--- config.mk ---
export PLATFORM = sky130hd
export DESIGN_NAME = mem_port_arbiter_flat
export DESIGN_NICKNAME = d
export VERILOG_FILES = /design/src/rtl/mem_port_arbiter_pkg.sv /design/src/rtl/mem_port_arbiter_if.sv /design/src/rtl/mem_port_arbiter_pick.sv /design/src/rtl/mem_port_arbiter.sv /design/src/flat_wrapper.sv
export SDC_FILE = /design/constraint.sdc
export NUM_CORES = 1
export LEC_CHECK = 0
export ABC_CLOCK_PERIOD_IN_PS = 6100
export CAP_MARGIN = 25
export CORE_ASPECT_RATIO = 1.75
export CORE_MARGIN = 4
export CORE_UTILIZATION = 37
export DETAILED_ROUTE_END_ITERATION = 7
export PLACE_DENSITY_LB_ADDON = 0.08
export SLEW_MARGIN = 20
export SYNTH_ARGS = -nofsm -noshare
export SYNTH_HDL_FRONTEND = slang
export SYNTH_SLANG_ARGS = --single-unit
export TNS_END_PERCENT = 20
--- constraint.sdc ---
create_clock -name clk -period 6.1 [get_ports clk]
set_input_delay 1.525 -clock clk [delete_from_list [all_inputs] [get_ports clk]]
set_output_delay 1.525 -clock clk [all_outputs]
set_load 0.01 [all_outputs]
--- src/rtl/mem_port_arbiter_pkg.sv ---
// mem_arb_pkg: shared FSM state encoding, requester ids and byte-enable constants
package mem_arb_pkg;
  typedef enum logic [1:0] {IDLE, WAIT, RESP} state_t;
  localparam logic OWN_IF = 1'b0;
  localparam logic OWN_D = 1'b1;
  localparam logic [3:0] WREN_NONE = 4'b0000;
endpackage

--- src/rtl/mem_port_arbiter_if.sv ---
// mem_port_arbiter_if: requester (IF, D) and RAM signals of the memory port arbiter
//   slave  : arbiter view (takes requests and mem_rdata, drives grants, responses, RAM strobes, busy)
//   master : environment view (fetch unit, load/store unit and RAM model)
interface mem_port_arbiter_if #(
  parameter int ADDR_W = 32,
  parameter int DATA_W = 32
);
  logic              if_req;
  logic [ADDR_W-1:0] if_addr;
  logic              if_gnt;
  logic              if_rvalid;
  logic [DATA_W-1:0] if_rdata;
  logic              d_req;
  logic [3:0]        d_we;
  logic [ADDR_W-1:0] d_addr;
  logic [DATA_W-1:0] d_wdata;
  logic              d_gnt;
  logic              d_rvalid;
  logic [DATA_W-1:0] d_rdata;
  logic              mem_en;
  logic [3:0]        mem_wren;
  logic [ADDR_W-3:0] mem_addr;
  logic [DATA_W-1:0] mem_wdata;
  logic [DATA_W-1:0] mem_rdata;
  logic              busy;
  modport slave (
    input  if_req, if_addr, d_req, d_we, d_addr, d_wdata, mem_rdata,
    output if_gnt, if_rvalid, if_rdata, d_gnt, d_rvalid, d_rdata,
           mem_en, mem_wren, mem_addr, mem_wdata, busy
  );
  modport master (
    output if_req, if_addr, d_req, d_we, d_addr, d_wdata, mem_rdata,
    input  if_gnt, if_rvalid, if_rdata, d_gnt, d_rvalid, d_rdata,
           mem_en, mem_wren, mem_addr, mem_wdata, busy
  );
endinterface

--- src/rtl/mem_port_arbiter_pick.sv ---
// mem_arb_pick: combinational winner select between fetch (IF) and load/store (D)
//   in : if_req, d_req, starve_cnt (default) or last_own (MEM_ARB_ROUND_ROBIN_EN)
//   out: any_req (someone is asking), own (winning requester id)
//   MEM_ARB_ROUND_ROBIN_EN: alternate on ties; otherwise D priority with IF starvation guard
module mem_arb_pick
  import mem_arb_pkg::*;
#(
  parameter int STARVE_MAX = 4,
  parameter int CNT_W = $clog2(STARVE_MAX + 1)
) (
  input  logic             if_req,
  input  logic             d_req,
`ifdef MEM_ARB_ROUND_ROBIN_EN
  input  logic             last_own,
`else
  input  logic [CNT_W-1:0] starve_cnt,
`endif
  output logic             any_req,
  output logic             own
);
  always_comb begin
    any_req = if_req | d_req;
`ifdef MEM_ARB_ROUND_ROBIN_EN
    own = (if_req && d_req) ? ~last_own : (d_req ? OWN_D : OWN_IF);
`else
    own = (d_req && !(if_req && starve_cnt >= CNT_W'(STARVE_MAX))) ? OWN_D : OWN_IF;
`endif
  end
endmodule

--- src/rtl/mem_port_arbiter.sv ---
// mem_port_arbiter: serialises IF and D accesses onto one single-ported RAM, one access in flight
//   clk, rst : rising-edge clock, synchronous active-high reset
//   bus      : mem_port_arbiter_if.slave (requests, grants, responses, RAM port, busy)
//   MEM_ARB_ROUND_ROBIN_EN: strict alternation on ties instead of D priority + starvation guard
module mem_port_arbiter
  import mem_arb_pkg::*;
#(
  parameter int ADDR_W = 32,
  parameter int DATA_W = 32,
  parameter int MEM_LAT = 1,
  parameter int STARVE_MAX = 4
) (
  input logic clk,
  input logic rst,
  mem_port_arbiter_if.slave bus
);
  localparam int CNT_W = $clog2(STARVE_MAX + 1);
  state_t     state;
  logic       owner;
  logic       is_store;
  logic [3:0] lat_cnt;
  logic       any_req;
  logic       pick_own;
  logic       gnt;
  logic       if_gnt;
  logic       d_gnt;
  logic       unused_addr_lsbs;
`ifdef MEM_ARB_ROUND_ROBIN_EN
  logic last_own;
  mem_arb_pick #(.STARVE_MAX(STARVE_MAX)) u_pick (
    .if_req(bus.if_req), .d_req(bus.d_req), .last_own(last_own),
    .any_req(any_req), .own(pick_own)
  );
  // Resets to IF so that D takes the first tie
  always_ff @(posedge clk)
    if (rst) last_own <= OWN_IF;
    else if (gnt) last_own <= pick_own;
`else
  logic [CNT_W-1:0] starve_cnt;
  mem_arb_pick #(.STARVE_MAX(STARVE_MAX)) u_pick (
    .if_req(bus.if_req), .d_req(bus.d_req), .starve_cnt(starve_cnt),
    .any_req(any_req), .own(pick_own)
  );
  // Counts D grants taken while IF waits; saturates at the limit until IF is served
  always_ff @(posedge clk)
    if (rst || !bus.if_req || if_gnt) starve_cnt <= '0;
    else if (d_gnt && starve_cnt != CNT_W'(STARVE_MAX)) starve_cnt <= starve_cnt + CNT_W'(1);
`endif
  // Grants are only possible from IDLE and never while reset is applied
  always_comb begin
    gnt = !rst && state == IDLE && any_req;
    if_gnt = gnt && pick_own == OWN_IF;
    d_gnt = gnt && pick_own == OWN_D;
    bus.if_gnt = if_gnt;
    bus.d_gnt = d_gnt;
    bus.mem_en = gnt;
    bus.mem_wren = d_gnt ? bus.d_we : WREN_NONE;
    bus.mem_addr = !gnt ? '0 : (d_gnt ? bus.d_addr[ADDR_W-1:2] : bus.if_addr[ADDR_W-1:2]);
    bus.mem_wdata = d_gnt ? bus.d_wdata : '0;
    bus.busy = state != IDLE;
    unused_addr_lsbs = ^{bus.if_addr[1:0], bus.d_addr[1:0]};
  end
  // The response registers load on the WAIT->RESP edge so rvalid is high during RESP
  always_ff @(posedge clk) begin
    if (rst) begin
      state <= IDLE;
      owner <= OWN_IF;
      is_store <= 1'b0;
      lat_cnt <= '0;
      bus.if_rvalid <= 1'b0;
      bus.d_rvalid <= 1'b0;
      bus.if_rdata <= '0;
      bus.d_rdata <= '0;
    end else begin
      bus.if_rvalid <= 1'b0;
      bus.d_rvalid <= 1'b0;
      case (state)
        IDLE: if (gnt) begin
          owner <= pick_own;
          is_store <= d_gnt && bus.d_we != WREN_NONE;
          lat_cnt <= 4'(MEM_LAT - 1);
          state <= WAIT;
        end
        WAIT: if (lat_cnt == '0) begin
          state <= RESP;
          if (owner == OWN_D) begin
            bus.d_rvalid <= 1'b1;
            bus.d_rdata <= is_store ? '0 : bus.mem_rdata;
          end else begin
            bus.if_rvalid <= 1'b1;
            bus.if_rdata <= bus.mem_rdata;
          end
        end else lat_cnt <= lat_cnt - 4'd1;
        RESP: state <= IDLE;
        default: state <= IDLE;
      endcase
    end
  end
endmodule

--- src/flat_wrapper.sv ---
// flat-port wrapper written by rule: the top's interface ports become plain ports
module mem_port_arbiter_flat import mem_arb_pkg::*;
#(
  parameter int ADDR_W = 32,
  parameter int DATA_W = 32,
  parameter int MEM_LAT = 1,
  parameter int STARVE_MAX = 4
)
  (clk, rst, bus_if_req, bus_if_addr, bus_d_req, bus_d_we, bus_d_addr, bus_d_wdata, bus_mem_rdata, bus_if_gnt, bus_if_rvalid, bus_if_rdata, bus_d_gnt, bus_d_rvalid, bus_d_rdata, bus_mem_en, bus_mem_wren, bus_mem_addr, bus_mem_wdata, bus_busy);
  mem_port_arbiter_if #(.ADDR_W(ADDR_W), .DATA_W(DATA_W)) bus_i ();
  input logic clk;
  input logic rst;
  input wire logic [$bits(bus_i.if_req)-1:0] bus_if_req;
  input wire logic [$bits(bus_i.if_addr)-1:0] bus_if_addr;
  input wire logic [$bits(bus_i.d_req)-1:0] bus_d_req;
  input wire logic [$bits(bus_i.d_we)-1:0] bus_d_we;
  input wire logic [$bits(bus_i.d_addr)-1:0] bus_d_addr;
  input wire logic [$bits(bus_i.d_wdata)-1:0] bus_d_wdata;
  input wire logic [$bits(bus_i.mem_rdata)-1:0] bus_mem_rdata;
  output wire logic [$bits(bus_i.if_gnt)-1:0] bus_if_gnt;
  output wire logic [$bits(bus_i.if_rvalid)-1:0] bus_if_rvalid;
  output wire logic [$bits(bus_i.if_rdata)-1:0] bus_if_rdata;
  output wire logic [$bits(bus_i.d_gnt)-1:0] bus_d_gnt;
  output wire logic [$bits(bus_i.d_rvalid)-1:0] bus_d_rvalid;
  output wire logic [$bits(bus_i.d_rdata)-1:0] bus_d_rdata;
  output wire logic [$bits(bus_i.mem_en)-1:0] bus_mem_en;
  output wire logic [$bits(bus_i.mem_wren)-1:0] bus_mem_wren;
  output wire logic [$bits(bus_i.mem_addr)-1:0] bus_mem_addr;
  output wire logic [$bits(bus_i.mem_wdata)-1:0] bus_mem_wdata;
  output wire logic [$bits(bus_i.busy)-1:0] bus_busy;
  assign bus_i.if_req = bus_if_req;
  assign bus_i.if_addr = bus_if_addr;
  assign bus_i.d_req = bus_d_req;
  assign bus_i.d_we = bus_d_we;
  assign bus_i.d_addr = bus_d_addr;
  assign bus_i.d_wdata = bus_d_wdata;
  assign bus_i.mem_rdata = bus_mem_rdata;
  assign bus_if_gnt = bus_i.if_gnt;
  assign bus_if_rvalid = bus_i.if_rvalid;
  assign bus_if_rdata = bus_i.if_rdata;
  assign bus_d_gnt = bus_i.d_gnt;
  assign bus_d_rvalid = bus_i.d_rvalid;
  assign bus_d_rdata = bus_i.d_rdata;
  assign bus_mem_en = bus_i.mem_en;
  assign bus_mem_wren = bus_i.mem_wren;
  assign bus_mem_addr = bus_i.mem_addr;
  assign bus_mem_wdata = bus_i.mem_wdata;
  assign bus_busy = bus_i.busy;
  mem_port_arbiter #(.ADDR_W(ADDR_W), .DATA_W(DATA_W), .MEM_LAT(MEM_LAT), .STARVE_MAX(STARVE_MAX)) u_core (.clk(clk), .rst(rst), .bus(bus_i));
endmodule
==> flow_metrics.env <==
export IMPL_port_buffers=267
export IMPL_ir_worst_vdd_uv=155
export IMPL_finalCritPeriodShare_pct=86.1
export IMPL_postRouteAntennaNets=0
export IMPL_seq_power_share_pct=36.3
export IMPL_final_cells=860
export IMPL_worst_pin_slew_ps=1010
export IMPL_rows=47
export IMPL_synthTopCellsByCount="nand2_1 (154), a21oi_1 (92), dfxtp_1 (77)"
export IMPL_vias_per_cell=4.88
export IMPL_clkTransAtPathRegs_ps=50
export IMPL_fin_setup_tns_ps=0
export IMPL_ctsHoldBuffers=0
export IMPL_rr_worst_depth=7
export IMPL_maxCapViolCount=0
export IMPL_via_count=4200
export IMPL_ys_top_cells_by_area="dfxtp_1 (43%), nand2_1 (16%), a21oi_1 (13%), nand3b_1 (6.9%), and2_1 (6.3%)"
export IMPL_critPathMaxFanout=25
export IMPL_fin_area_sq_um=6670
export IMPL_synth_seq_cells=77
export IMPL_rr_startpoint="u_core.lat_cnt[0]"
export IMPL_setup_violations=0
export IMPL_required_ps=4580
export IMPL_p_comb_share_pct=21.0
export IMPL_dr_pass1_iters=4
export IMPL_htree_levels=3
export IMPL_ys_seq_area_share_pct=42.8
export IMPL_clk_latency_ps=330
export IMPL_post_route_util_pct=70.4
export IMPL_cts_setup_buffers=0
export IMPL_holdWs_ps=452
export IMPL_dp_hpwl_um=10800
export IMPL_track_usage_pct=24.7
export IMPL_yosysWarnings=0
export IMPL_syn_to_final_growth_pct=85.3
export IMPL_rsz0062_at_grt="no"
export IMPL_fin_skew_ps=7.16
export IMPL_hold_start="u_core.bus.d_rdata[22]"
export IMPL_endpoint_kind="primary output"
export IMPL_root_buffer="clkbuf_16"
export IMPL_power_density_nw_per_um2=221
export IMPL_power_frac_clock_pct=42.7
export IMPL_die_h_um=138
export IMPL_wl_per_cell_um=16.3
export IMPL_fin_nets=873
export IMPL_start_util_pct=38.0
export IMPL_mappedNetlistNets=624
export IMPL_internal_power_mw=1.14
export IMPL_n_antenna_cell=0
export IMPL_die_area_sq_um=11400
export IMPL_dp_cells=844
export IMPL_cts_tree="built"
export IMPL_p_sw_mw=0.340
export IMPL_layout_min_cycle_time_ps=5250
export IMPL_fmax_ghz=0.190
export IMPL_cellLeakagePower_nw=2.42
export IMPL_fillCellCount=762
export IMPL_synth_largest_area_cell="dfxtp_1"
export IMPL_sw_frac_of_total_pct=23.0
export IMPL_maxSlewViolCount=0
export IMPL_finalHoldViolCount=0
export IMPL_synth_edff_count=0
export IMPL_cts_max_path_buffers=2
export IMPL_pin_count=272
export IMPL_ys_types=34
export IMPL_drt_iter0_markers=153
export IMPL_overflow=0
export IMPL_yosysMostFrequentCell="nand2_1"
export IMPL_grt_pass1_vias=4297
export IMPL_antenna_found_initial=0
export IMPL_dpl_cell_area_sq_um=6310
export IMPL_wirelength_um=14000
export IMPL_routabilityCongestion=0.799
export IMPL_coreArea_sq_um=9470
export IMPL_synthArstFlopShare_pct=0
export IMPL_drc_errors=0
export IMPL_cts_sink_count=77
export IMPL_numCtsBuffers=9
export IMPL_worstHoldPathCells=2
export IMPL_worst_setup_path_start_kind="input pin"
export IMPL_grt_start_max_net_pins=73
export IMPL_drive_gt1_share_pct=3.79
export IMPL_synth_cells=484
export IMPL_worst_endpoint_arrival_ps=3730
export IMPL_status="complete, no violations"
export IMPL_grt_pass1_wl_um=21600
export IMPL_syn_area_per_cell_sq_um=7.43
export IMPL_post_cts_resized=0
export IMPL_die_x_um=82.6
export IMPL_cp_startpoint="bus_d_req"
export IMPL_relSlewSlack_pct=32.3
export IMPL_synth_top_cell_area_share_pct=42.8
export IMPL_critPathKind="input pin to primary output"
export IMPL_synth_ff_type="dfxtp_1"
export IMPL_synth_area_sq_um=3600
export IMPL_min_path_type="flop to flop"
cell families (layout without fill, tap and decap cells):
logic type                 count (synthesis)  count (layout)  synth area share (%)
DFF                                       77              77                  42.8
xor gates and xnor gates                   1               1                 0.243
buffers and inverters                     45             299                  5.77
AOI/OAI and AO/OA                        104             104                  15.5
adders and majority gates                  4               4                  1.39
and+or+nand+nor                          251             251                  33.7
muxes                                      2               2                 0.556
power by group through the flow:
stage / combinational [mW] / sequential (mW) / clock (mW)
after global placement: 0.306 / 0.546 / 0
after CTS: 0.313 / 0.536 / 0.642
after floorplan: 0.114 / 0.549 / 0
after detailed placement: 0.311 / 0.546 / 0
final: 0.310 / 0.536 / 0.630
after global routing: 0.334 / 0.538 / 0.661
path summary, 6_finish.rpt:
path	to	slack [ps]
worst max-delay path	bus_mem_addr[3]	850
worst min-delay path	u_core.bus.d_rdata[22]	450
worst max register to register	u_core.bus.if_rdata[3]	3840
worst min register to register	u_core.bus.d_rdata[22]	450
cell usage in the layout, fill, tap and decap left out, types with 2 or more instances in the layout:
| cell type | synthesis | final |
|---|---|---|
| a21oi_1 | 92 | 92 |
| a22o_1 | 6 | 6 |
| and2_1 | 36 | 36 |
| and3_1 | 2 | 2 |
| buf_4 | 0 | 8 |
| bufinv_16 | 0 | 3 |
| clkbuf_16 | 0 | 9 |
| clkbuf_8 | 0 | 3 |
| clkdlybuf4s50_1 | 0 | 266 |
| dfxtp_1 | 77 | 77 |
| ha_1 | 4 | 4 |
| inv_1 | 7 | 7 |
| mux2i_1 | 2 | 2 |
| nand2_1 | 154 | 154 |
| nand2b_1 | 4 | 4 |
| nand3_1 | 4 | 4 |
| nand3b_1 | 33 | 33 |
| nor2_1 | 8 | 8 |
metrics by stage:
stage          worst slack [ps]  power [mW]
6_report                    845        1.48
5_1_grt                     731        1.53
4_1_cts                     858        1.49
3_5_place_dp                859       0.857
3_3_place_gp                914       0.852
2_1_floorplan              1870       0.663
sequential cells by signal (all words and copies together), names as in the netlist:
register,cells
u_core.bus.d_rdata,32
u_core.bus.if_rdata,32
u_core.lat_cnt,4
u_core.starve_cnt,3
u_core.state,2
u_core.bus.d_rvalid,1
u_core.bus.if_rvalid,1
u_core.is_store,1
u_core.owner,1
critical path, stage by stage:
cell,delay [ps]
clkdlybuf4s50_1,530
or2_2,170
nand2_1,480
a21oi_1,400
clkdlybuf4s50_1,620
metal layers:
metal  vias up  track usage, %  share of wire [%]
met4         0            12.0                3.4
met3        27            8.07                9.3
met2       200            42.9                 53
met5         -               0                  0
li1       2086               -                  -
met1      1887            25.7                 35
cell type report:
type	instances	area, sq um	share of cell area [%]
clock buffers	13	270	4.05
clock inverters	3	90.1	1.35
inverters	8	30.0	0.450
multi-input cells	362	1860	27.8
flip-flops and latches	77	1540	23.1
well taps	122	153	2.29
repair buffers	275	2730	40.9
No activity file was read; power rests on OpenSTA's default activity.
